===== src/rtl/seu_chain_pkg.sv =====
// seu_chain_pkg: PRBS7 constants and checker state encoding shared by the
// chain checker and its pattern generators.
package seu_chain_pkg;
    localparam logic [6:0] PRBS7_SEED = 7'h7F;
    localparam int PRBS7_TAP_HI = 6;
    localparam int PRBS7_TAP_LO = 5;
    typedef enum logic [1:0] {
        IDLE  = 2'd0,
        PRIME = 2'd1,
        CHECK = 2'd2
    } state_t;
endpackage


===== src/rtl/prbs7_lfsr.sv =====
// prbs7_lfsr: x^7+x^6+1 generator; load reseeds and takes priority over step.
module prbs7_lfsr
    import seu_chain_pkg::*;
(
    input  logic clk,
    input  logic rst,
    input  logic load,
    input  logic step,
    output logic bit_out
);
    logic [6:0] lfsr;

    always_ff @(posedge clk or negedge rst)
        if (!rst)
            lfsr <= PRBS7_SEED;
        else if (load)
            lfsr <= PRBS7_SEED;
        else if (step)
            lfsr <= {lfsr[5:0], lfsr[PRBS7_TAP_HI] ^ lfsr[PRBS7_TAP_LO]};

    assign bit_out = lfsr[6];
endmodule


===== config.mk =====
export PLATFORM = sky130hd
export DESIGN_NAME = prbs7_lfsr
export DESIGN_NICKNAME = d
export VERILOG_FILES = /design/src/rtl/seu_chain_pkg.sv /design/src/rtl/prbs7_lfsr.sv
export SDC_FILE = /design/constraint.sdc
export NUM_CORES = 1
export LEC_CHECK = 0
export CORE_AREA = 2 2 39 41
export DETAILED_ROUTE_END_ITERATION = 8
export DIE_AREA = 0 0 41 43
export GPL_ROUTABILITY_DRIVEN = 1
export MAX_ROUTING_LAYER = met4
export SLEW_MARGIN = 0
export SYNTH_ARGS = -nofsm -noshare
export SYNTH_HDL_FRONTEND = slang
export SYNTH_SLANG_ARGS = --single-unit

===== constraint.sdc =====
create_clock -name clk -period 2 [get_ports clk]
set_input_delay 0.3 -clock clk [delete_from_list [all_inputs] [get_ports clk]]
set_output_delay 0.3 -clock clk [all_outputs]
set_load 0.02 [all_outputs]

## Word-level counts from Yosys, hierarchy flattened

Cells that the tools add are included.

| word-level totals | value |
|---|---|
| register bits after elaboration | 7 |
| input bits | 4 |
| output and inout port bits | 1 |
| logic and storage cells | 5 |

| operators by class | value |
|---|---|
| mux-type cells | 2 |
| bitwise gates (word level) | 1 |
| reduce and logical (&&, ||, !) cells | 1 |

Operators by type and width:

| kind | number |
|---|---|
| $mux 7 | 2 |
| $reduce_bool 2->1 | 1 |
| $xor 1x1->1 | 1 |

## Logic depth before layout (Yosys ltp)

| depth | value |
|---|---|
| depth in word-level cells | 3 |
| gate-level depth with buffers | 3 |

## Worst setup path before layout

OpenSTA, ideal clock, no wires.

| path | value |
|---|---|
| path kind | register -> register |
| start point | register lfsr[6] |
| end point | register lfsr[0] |
| library setup time | 0.088 ns |
| arrival time | 0.794 ns |
| required time | 1.912 ns |
| slack | 1.118 ns |
| stages on the path, launching flop included | 3 |
| path buffers | 0 |
| period minus slack after synthesis | 0.882 ns |
| path through | dfstp_2 > xnor2_1 > a31oi_1 |

| between the ends | value |
|---|---|
| word-level cells in the longest chain between the ends | 3 |

Ends and longest elaborated chain:

| what | line | source |
|---|---|---|
| start, declared | prbs7_lfsr.sv:11 | `logic [6:0] lfsr;` |
| start signal, assigned | prbs7_lfsr.sv:19 | `lfsr <= {lfsr[5:0], lfsr[PRBS7_TAP_HI] ^ lfsr[PRBS7_TAP_LO]};` |
| $xor 1x1->1 | prbs7_lfsr.sv:19 |  |
| $mux 7 | prbs7_lfsr.sv:18 | `else if (step)` |
| $mux 7 | prbs7_lfsr.sv:16 | `else if (load)` |

No other way between the ends. The select of a mux whose other input is x is not followed.
A chain may end at the register's enable or synchronous reset.

## Final worst setup path

| path | value |
|---|---|
| start point | register lfsr[6] |
| end point | output port bit_out |

RTL lines:

| what | line | source |
|---|---|---|
| end, declared | prbs7_lfsr.sv:9 | `output logic bit_out` |

No word-level cell between the ends.

==> results.cfg <==
[critical_path]
startpoint = lfsr[6]
crit_type = register to output port
arrival_ps = 1390
cp_cell_sequence = clkdlybuf4s50_1
crit_family = buffers and inverters
cpMaxStageDelayCell = clkdlybuf4s50_1
r2r-start = lfsr[5]
cp_max_fo = 3
path_buf_inv = 1
critPathRequiredTime_ps = 1700
critPathCaptureType = output port
start_kind = register
cp_slowest_stage_delay_ps = 600

[timing]
finalSetupTns_ps = 0
rsz0062_at_grt = no
max_freq_mhz = 591
period_share_pct = 84.6
final-setup-viol-count = 0
worst_slew_pin_slew_ps = 398
period_needed_ps = 1690
drv_slew = 0
relSlewSlack_pct = 73.4
timing.hold.ws_ps = 551
finalHoldViolations = 0
clock_skew_ps = 6.33

[global_route]
grt-ovfl-total = 0
grtUsageTotal_pct = 8.43
antenna_found_initial = 0
grt_pass1_wl_um = 848
first_global_vias = 190
grt_max_degree = 9

[pwr]
ir_drop_uv = 462
p_per_area_nw_per_um2 = 786
power.total_w = 0.000296
leakagePower_nw = 0.155

[route]
num_vias = 192
vias_per_cell = 4.09
dr.first_iter.drc_count = 2
wl_per_cell_um = 10.7
antenna_left = 0
drt-total-wl_um = 503
drc_errors = 0
first_pass_iters = 4

[synth]
yosys.area.top_type = dfstp_2
async_flop_share_pct = 100
ys_seq_area_share_pct = 61.0
yosysWarnings = 0
synth.most_common_cell = dfstp_2
synth_area_um2 = 302
synth_common_cells = dfstp_2 (7), mux2i_1 (6), nand2_1 (6)
synthCells = 24
synth_edf_count = 0
synth_top_flop_cell = dfstp_2
syn_nets = 28
yosysTopAreaCellShare_pct = 61.0
synth_seq_cells = 7
ys_types = 8
syn_avg_cell_area_um2 = 12.6
synthTopCellsByArea = dfstp_2 (61%), mux2i_1 (20%), nand2_1 (7.5%)

[clock_tree]
post_cts_resized = 0
cts_buffers = 3
insertion_delay_ps = 250
cts_max_path_buffers = 2
clockRootBuffer = clkbuf_4
htreeDepth = 1
cts_setup_buffers = 0
cts_tree = built
cts_sinks = 7
cts_hold_buf = 0
clkTransAtPathRegs_ps = 50

[finish]
nets = 36
top_register = lfsr
layout.area.seq_um2 = 184
area_delta_synth_final_pct = 24.9
largest_reg_flops = 7
drive_gt1_share_pct = 32.3
diodes = 0
largestRegisters = lfsr: 7 flops
multi_input_area_um2 = 103
fillers = 137

[die]
initial_core_util_pct = 21.8
dieArea_um2 = 1760
fp.coreArea_um2 = 1380
ioPinCount = 5
die_h_um = 43
die_x_um = 41
rows = 14

[hold_path]
hold_class = register to register
worstHoldStart = lfsr[2]

[flow_run]
cap_violations = 0

[placement]
place.port_buffers = 4
gp_congestion = 0.679

[run_status]
outcome = complete, no violations
[power breakdown]
| part | internal [W] | total (W) | switching (W) |
|---|---|---|---|
| registers | 0.000148 | 0.000150 | 0.00000201 |
| logic | 0.0000101 | 0.0000204 | 0.0000103 |
| clock network | 0.0000759 | 0.000125 | 0.0000492 |
| total | 0.000234 | 0.000296 | 0.0000616 |
[cells in the final DEF (no fill, tap or decap), drive strengths merged]
| cell | count |
|---|---|
| a31oi | 1 |
| nor3 | 1 |
| xnor2 | 1 |
| dfstp | 7 |
| clkbuf | 4 |
| nand2 | 6 |
| inv | 1 |
| mux2i | 6 |
| clkdlybuf4s50 | 4 |
[per-stage QoR]
| stage | utilization, % | setup WS, ps | instances | cell area, µm² |
|---|---|---|---|---|
| final | 27.2 | 308 | 47 | 377 |
| after global routing | 27.2 | 256 | 47 | 377 |
| after CTS | 27.2 | 289 | 47 | 377 |
| after detailed placement | 25.3 | 567 | 43 | 350 |
| after global placement | 25.3 | 572 | 43 | 350 |
| after floorplan | - | 1120 | 24 | 302 |
[per-layer routing]
| metal | global-route usage (%) | up-vias | wire (µm) |
|---|---|---|---|
| li1 | - | 93 | - |
| met1 | 9.33 | 88 | 229 |
| met2 | 10.0 | 9 | 216 |
| met3 | 6.28 | 2 | 50 |
| met4 | 6.00 | 0 | 7 |
| met5 | - | - | 0 |
[layout make-up]
| type | count | share of cell area (%) |
|---|---|---|
| clock buffers | 4 | 6.98 |
| inverters | 1 | 0.997 |
| multi-input cells | 15 | 27.2 |
| flip-flops and latches | 7 | 48.8 |
| well taps | 16 | 5.32 |
| repair buffers | 4 | 10.6 |
[cell families (layout without fill, tap and decap cells)]
kind of cell           Yosys count  in the layout  synth area share (%)
multiplexers                     6              6                  19.9
AO/OA/AOI/OAI                    1              1                  2.08
flip-flops                       7              7                  61.0
buffers and inverters            2              9                  4.98
XOR/XNOR                         1              1                  2.91
AND/OR/NAND/NOR                  7              7                  9.13
[worst paths after layout]
path                            to  slack, ps  cells after the start
max in group asynchronous  lfsr[3]       1400                      1
setup / recovery           bit_out        310                      1
min in group asynchronous  lfsr[1]        570                      1
hold reg to reg            lfsr[2]        550                      2
hold / removal             lfsr[2]        550                      2
setup reg to reg           lfsr[0]       1150                      2
Note: power is estimated with default switching activity, not from simulation.
